File: src/rtl/hilo_muldiv_sequencer.sv
// Iterative multiply/divide engine for the Execute stage, feeding the HiLo register file.
// Handles MULT/MULTU/DIV/DIVU/MADD/MSUB one bit per cycle, then sign-fixes and accumulates.
// Build option: define MULDIV_EARLY_OUT_EN to let multiplies stop iterating once the
// remaining multiplier-magnitude bits are all zero (divide latency is unaffected).
module hilo_muldiv_sequencer #(
    parameter int unsigned DATA_WIDTH = 32,
    parameter int unsigned CNT_W      = 6
) (
    input  logic                  Clk,
    input  logic                  Rst,
    input  logic                  Start,
    input  logic [2:0]            Op,
    input  logic [DATA_WIDTH-1:0] OpA,
    input  logic [DATA_WIDTH-1:0] OpB,
    input  logic [DATA_WIDTH-1:0] HiIn,
    input  logic [DATA_WIDTH-1:0] LoIn,
    input  logic                  Flush,
    output logic                  Busy,
    output logic                  Stall,
    output logic                  Done,
    output logic                  HiWrite,
    output logic                  LoWrite,
    output logic [DATA_WIDTH-1:0] HiOut,
    output logic [DATA_WIDTH-1:0] LoOut
);

    localparam int unsigned DW = DATA_WIDTH;
    localparam int unsigned PW = 2 * DATA_WIDTH;

    typedef enum logic [2:0] {StIdle, StCalc, StFix, StAcc, StDone} state_e;

    function automatic logic op_div(input logic [2:0] o);
        return (o == 3'd2) || (o == 3'd3);
    endfunction

    function automatic logic op_signed(input logic [2:0] o);
        return (o != 3'd1) && (o != 3'd3);
    endfunction

    function automatic logic op_acc(input logic [2:0] o);
        return (o == 3'd4) || (o == 3'd5);
    endfunction

    state_e          state_q, state_d;
    logic [2:0]      op_q, op_d;
    logic [CNT_W-1:0] cnt_q, cnt_d;
    logic [PW-1:0]   prod_q, prod_d;     // mul: running product; div: {remainder, dividend/quotient}
    logic [PW-1:0]   aux_q, aux_d;       // mul: multiplicand shifted left; div: divisor in low half
    logic [DW-1:0]   mq_q, mq_d;         // multiplier bits not yet consumed
    logic [PW-1:0]   acc_q, acc_d;       // {HiIn, LoIn} captured at accept
    logic [DW-1:0]   opa_q, opa_d;       // raw dividend, returned as Hi on divide-by-zero
    logic            neg_q, neg_d;       // operand signs differ (product / quotient negated)
    logic            neg_rem_q, neg_rem_d;
    logic            divz_q, divz_d;
    logic [DW-1:0]   hi_out_q, hi_out_d;
    logic [DW-1:0]   lo_out_q, lo_out_d;

    logic            start_ok;
    logic            in_signed;
    logic [DW-1:0]   mag_a, mag_b;
    logic [PW-1:0]   mul_sum;
    logic [DW-1:0]   mq_next;
    logic [DW:0]     rem_sh;
    logic            sub_ok;
    logic [DW-1:0]   rem_sub;
    logic [PW-1:0]   div_next;
    logic [DW-1:0]   fix_rem, fix_quo;
    logic [PW-1:0]   fix_res, acc_res;
    logic            early_exit;

    assign start_ok  = Start && (Op <= 3'd5) && !Flush;
    assign in_signed = op_signed(Op);
    assign mag_a     = (in_signed && OpA[DW-1]) ? -OpA : OpA;
    assign mag_b     = (in_signed && OpB[DW-1]) ? -OpB : OpB;

    // Shift-add multiply step
    assign mul_sum = prod_q + (mq_q[0] ? aux_q : '0);
    assign mq_next = mq_q >> 1;

    // Restoring divide step: shift {rem, quo} left and try to subtract the divisor
    assign rem_sh   = {prod_q[PW-1:DW], prod_q[DW-1]};
    assign sub_ok   = rem_sh >= {1'b0, aux_q[DW-1:0]};
    assign rem_sub  = rem_sh[DW-1:0] - aux_q[DW-1:0];
    assign div_next = sub_ok ? {rem_sub, prod_q[DW-2:0], 1'b1}
                             : {rem_sh[DW-1:0], prod_q[DW-2:0], 1'b0};

    // Sign correction; divide-by-zero bypasses it and reports the raw dividend
    assign fix_rem = neg_rem_q ? -prod_q[PW-1:DW] : prod_q[PW-1:DW];
    assign fix_quo = neg_q ? -prod_q[DW-1:0] : prod_q[DW-1:0];
    assign fix_res = op_div(op_q) ? (divz_q ? {opa_q, {DW{1'b1}}} : {fix_rem, fix_quo})
                                  : (neg_q ? -prod_q : prod_q);
    assign acc_res = (op_q == 3'd5) ? (acc_q - prod_q) : (acc_q + prod_q);

`ifdef MULDIV_EARLY_OUT_EN
    assign early_exit = !op_div(op_q) && (mq_next == '0);
`else
    assign early_exit = 1'b0;
`endif

    // Next-state and datapath update
    always_comb begin
        state_d   = state_q;
        op_d      = op_q;
        cnt_d     = cnt_q;
        prod_d    = prod_q;
        aux_d     = aux_q;
        mq_d      = mq_q;
        acc_d     = acc_q;
        opa_d     = opa_q;
        neg_d     = neg_q;
        neg_rem_d = neg_rem_q;
        divz_d    = divz_q;
        hi_out_d  = hi_out_q;
        lo_out_d  = lo_out_q;

        unique case (state_q)
            StIdle: begin
                if (start_ok) begin
                    op_d      = Op;
                    cnt_d     = CNT_W'(DW);
                    acc_d     = {HiIn, LoIn};
                    opa_d     = OpA;
                    neg_d     = in_signed && (OpA[DW-1] ^ OpB[DW-1]);
                    neg_rem_d = in_signed && OpA[DW-1];
                    divz_d    = (OpB == '0);
                    mq_d      = mag_b;
                    if (op_div(Op)) begin
                        prod_d = {{DW{1'b0}}, mag_a};
                        aux_d  = {{DW{1'b0}}, mag_b};
                    end else begin
                        prod_d = '0;
                        aux_d  = {{DW{1'b0}}, mag_a};
                    end
                    state_d = StCalc;
                end
            end
            StCalc: begin
                cnt_d = cnt_q - CNT_W'(1);
                if (op_div(op_q)) begin
                    prod_d = div_next;
                end else begin
                    prod_d = mul_sum;
                    aux_d  = aux_q << 1;
                    mq_d   = mq_next;
                end
                if ((cnt_q == CNT_W'(1)) || early_exit) begin
                    state_d = StFix;
                end
            end
            StFix: begin
                if (op_acc(op_q)) begin
                    prod_d  = fix_res;
                    state_d = StAcc;
                end else begin
                    {hi_out_d, lo_out_d} = fix_res;
                    state_d = StDone;
                end
            end
            StAcc: begin
                {hi_out_d, lo_out_d} = acc_res;
                state_d = StDone;
            end
            StDone: begin
                state_d = StIdle;
            end
            default: begin
                state_d = StIdle;
            end
        endcase

        // Squash: drop the operation and keep the previously written result
        if (Flush) begin
            state_d  = StIdle;
            hi_out_d = hi_out_q;
            lo_out_d = lo_out_q;
        end
    end

    // State registers with synchronous active-low reset
    always_ff @(posedge Clk) begin
        if (!Rst) begin
            state_q   <= StIdle;
            op_q      <= '0;
            cnt_q     <= '0;
            prod_q    <= '0;
            aux_q     <= '0;
            mq_q      <= '0;
            acc_q     <= '0;
            opa_q     <= '0;
            neg_q     <= 1'b0;
            neg_rem_q <= 1'b0;
            divz_q    <= 1'b0;
            hi_out_q  <= '0;
            lo_out_q  <= '0;
        end else begin
            state_q   <= state_d;
            op_q      <= op_d;
            cnt_q     <= cnt_d;
            prod_q    <= prod_d;
            aux_q     <= aux_d;
            mq_q      <= mq_d;
            acc_q     <= acc_d;
            opa_q     <= opa_d;
            neg_q     <= neg_d;
            neg_rem_q <= neg_rem_d;
            divz_q    <= divz_d;
            hi_out_q  <= hi_out_d;
            lo_out_q  <= lo_out_d;
        end
    end

    assign Busy    = (state_q != StIdle);
    assign Done    = (state_q == StDone);
    assign HiWrite = Done;
    assign LoWrite = Done;
    assign Stall   = Busy || start_ok;
    assign HiOut   = hi_out_q;
    assign LoOut   = lo_out_q;

endmodule

File: config.mk
export PLATFORM = sky130hd
export DESIGN_NAME = hilo_muldiv_sequencer
export DESIGN_NICKNAME = d
export VERILOG_FILES = /design/src/rtl/hilo_muldiv_sequencer.sv
export SDC_FILE = /design/constraint.sdc
export NUM_CORES = 2
export LEC_CHECK = 0
export ABC_AREA = 1
export BUFFER_PORTS_ARGS = -buffer_cell sky130_fd_sc_hd__buf_2
export CORE_MARGIN = 4
export CORE_UTILIZATION = 45
export CTS_BUF_LIST = sky130_fd_sc_hd__clkbuf_8
export DETAILED_ROUTE_END_ITERATION = 12
export SLEW_MARGIN = 40
export SYNTH_ARGS = -nofsm -noshare
export SYNTH_HDL_FRONTEND = slang
export SYNTH_SLANG_ARGS = --single-unit
File: constraint.sdc
create_clock -name Clk -period 3.5 [get_ports Clk]
set_clock_uncertainty 0.05 [all_clocks]
set_input_delay 0.35 -clock Clk [delete_from_list [all_inputs] [get_ports Clk]]
set_output_delay 0.35 -clock Clk [all_outputs]
set_load 0.05 [all_outputs]
==> flow_metrics.tcl <==
set metrics [dict create \
    wl_met3_um 18400 \
    die_x_um 285 \
    first_iter_violations 4891 \
    fin_util_pct 61.6 \
    finalWeightedCongestion 1.09 \
    worstReg2RegStart "prod_q[21]" \
    rr_worst_depth 23 \
    rrSetupSlack_ps -10 \
    start_kind "register" \
    viasPerCell 5.70 \
    final_max_slew_viol_count 0 \
    worstHoldPathType "primary input to register" \
    leakage_uw 0.0233 \
    nets 7353 \
    cp_cell_sequence "buf_6, inv_2, nand4_1, nor2_2, nand2_2, nor2_4, xor2_1, nand2_1, o21ai_4, ha_4, nand2_2, buf_4, nor2_2, nand2_1, inv_1, nand3_1, nand2_4, nand2_1, nand2_1, nand2_1, nand3_1, nand3_1, a21oi_2" \
    clock_tree.root_cell "clkbuf_8" \
    path_class "register to register" \
    numCtsBuffers 66 \
    coreArea_sq_um 76100 \
    place_area_sq_um 40800 \
    relSlewSlack_pct 34.8 \
    clk_pin_slew_ps 60 \
    synth_cells 6227 \
    syn-cell-area_sq_um 34600 \
    hp-start "OpB[27]" \
    synth_cell_types 56 \
    dpl.hpwl_um 145000 \
    syn_nets 6529 \
    dp_slack_ps -469 \
    overflow 0 \
    finalCritPeriodShare_pct 100 \
    crit_slowest_cell "dfxtp_2" \
    wl_um 184000 \
    maxUsedRoutingLayer "met5" \
    ys_warn_count 0 \
    path_buf_inv 4 \
    die_h_um 285 \
    io_pins 204 \
    synthTopCellsByArea "dfxtp_1, nand2_1, inv_1, a21oi_1, nor2_1" \
    grt.total_usage_pct 42.6 \
    die_area_sq_um 81400 \
    violations "setup timing" \
    critical_path_required_ps 4100 \
    drc 0 \
    num-fill-cells 7535 \
    clk_latency_ps 730 \
    synth_top_area_share_pct 19.4 \
    cts.sinks 335 \
    clockBufferDepth 3 \
    grt_max_degree 131 \
    r2r-end "HiOut[10]" \
    grt_pass1_wl_um 263000 \
    fmax_mhz 285 \
    setup_viol_count_final 2 \
    syn2layout_area_growth_pct 35.4 \
    cap_violations 0 \
    start_util_pct 45.5 \
    rsz0062_at_grt "yes" \
    yosysSeqAreaShare_pct 19.4 \
    vias 46300 \
    ant_nets 0 \
    antenna_found_initial 6 \
    min_to "mq_q[27]" \
    yosysTopAreaCell "dfxtp_1" \
    power.density_nw_per_um2 363 \
    finalWorstSetupSlack_ps -13.7 \
    met2_length_um 79000 \
    status "finished with violations" \
    critPathMaxStageDelay_ps 330 \
    synth.avg_cell_area_sq_um 5.55 \
    grt_pass1_vias 43200 \
    crit_fanout 4 \
    cp_top_family "simple AND/OR/NAND/NOR gates" \
    wl_met1_um 69500 \
    wl_per_cell_um 22.7 \
    worst_pin_slew_ps 978 \
    layout-drive-gt1-share_pct 23.7 \
    final_area_sq_um 46800 \
    hold_viol 0 \
    path_common_cell "nand2_1" \
    cts_max_level 3 \
    end_kind "register" \
    irDropWorstVdd_mv 0.597 \
    firstDrtPassIters 8 \
    synth-seq-cells 335 \
    whs_path_depth 5 \
    num_rows 101 \
    cts_tree "yes" \
    port_buffers 203 \
    arrival_ps 4110 \
    fin_crit_ps 3510 \
]
## per-layer routing
layer  up-vias  track usage, %
li1      21900               -
met1     21100            52.0
met2      2586            66.7
met3       667            8.23
met4         8            31.6
met5         -               0
## area by class of cell
cell class              instances  area (sq um)  area share [%]
well taps                    1030          1290            2.75
diodes                          3          7.51          0.0160
clock buffers                  76          1050            2.23
repair buffers                999          7530            16.1
clock inverters                31           279           0.596
flip-flops and latches        335          6730            14.4
multi-input cells            4831         26900            57.4
inverters                     818          3090            6.60
## cell usage in the layout (no fill, tap or decap), types with 76 or more instances in the layout
master         synthesis  routed
nand2_1             1781    1623
inv_1                790     769
buf_4                  3     644
nor2_1               713     568
a21oi_1              571     507
nand3_1              509     472
o21ai_0              473     426
dfxtp_1              335     323
buf_2                 50     202
nand2_2               15     137
ha_1                 164     117
dlygate4sd3_1          0     112
nor2_2                26      93
nor2_4                11      89
xor2_1                99      88
clkbuf_8               0      76
## flip-flops by register name, indices dropped and copies added (netlist names)
signal	cells
prod_q	64
neg_rem_q	1
HiOut	32
acc_q	64
mq_q	32
opa_q	32
aux_q	64
divz_q	1
state_q	3
cnt_q	6
neg_q	1
op_q	3
LoOut	32
## cells in the mapped netlist, drive strengths merged
master and instances:
nand2 1802, inv 816, nor2 753, a21oi 577, nand3 514, o21ai 499
dfxtp 335, clkbuf 169, ha 164, xor2 99, buf 74, nand4 62
nor3 57, o211ai 57, a31oi 53, xnor2 34, o21bai 33, o221ai 20
nor4 16, nand3b 15, o21a 14, a21o 9, o22ai 8, or2 8
and2 7, a211oi 6, and3 6, o31ai 5, fa 3, o2111ai 3
a21boi 2, clkinv 2, a2111oi 1, a221oi 1, a22oi 1, a311oi 1
nor3b 1
## kinds of logic after synthesis
family / share of synthesized area (%)
DFF: 19.4
AOI/OAI and AO/OA: 20.2
and+or+nand+nor: 39.1
buffers and inverters: 11.9
xor gates and xnor gates: 3.37
adders and majority gates: 6.11
## through the flow
stage | total power (uW) | hold slack [ps] | std cells | TNS, ps
3_3_place_gp | 11400 | 398 | 7846 | -12740
4_1_cts | 16000 | 13.1 | 8078 | -54.4
2_1_floorplan | 8190 | 385 | 6227 | 0
5_1_grt | 17700 | 56.0 | 8122 | -3470
3_5_place_dp | 11500 | 404 | 7846 | -11630
6_report | 17000 | 34.3 | 8123 | -23.3
## worst max-delay path by stage
| stage | from | slack, ps | cells after the start | to |
|---|---|---|---|---|
| final | prod_q[21] | -10 | 23 | HiOut[10] |
| after global routing | prod_q[8] | -170 | 24 | HiOut[13] |
| after CTS | prod_q[15] | -20 | 22 | HiOut[20] |
| after detailed placement | prod_q[32] | -470 | 19 | HiOut[19] |
| after global placement | prod_q[3] | -520 | 20 | HiOut[19] |
| after floorplan | prod_q[0] | 350 | 22 | LoOut[22] |
## power by group
| part | switching [uW] | internal, uW | total [uW] |
|---|---|---|---|
| clock | 1920 | 2340 | 4260 |
| sequential | 255 | 4050 | 4310 |
| combinational | 5310 | 3140 | 8450 |
## worst register-to-register path: stages, from the launching register on
cell     delay (ps)
dfxtp_2         330
buf_6           130
inv_2            50
nand4_1         180
nor2_2          250
nand2_2         180
nor2_4          140
xor2_1          200
nand2_1         120
o21ai_4         110
ha_4            210
nand2_2          70
buf_4           130
nor2_2          200
nand2_1         130
inv_1           120
nand3_1         150
nand2_4         160
nand2_1          90
nand2_1          60
nand2_1          50
nand3_1          70
nand3_1         110
a21oi_2         170
## what timing repair did
| action | CTS | global route |
|---|---|---|
| buffers inserted | 13 | 45 |
| setup endpoints to repair | 48 | 56 |
| resized for setup | 156 | 671 |
| hold buffers | 112 | 0 |
| pin swaps | 26 | 223 |
| endpoints found under the hold margin | 116 | 0 |
| gates cloned | 0 | 0 |
No activity file was read; power rests on OpenSTA's default activity.
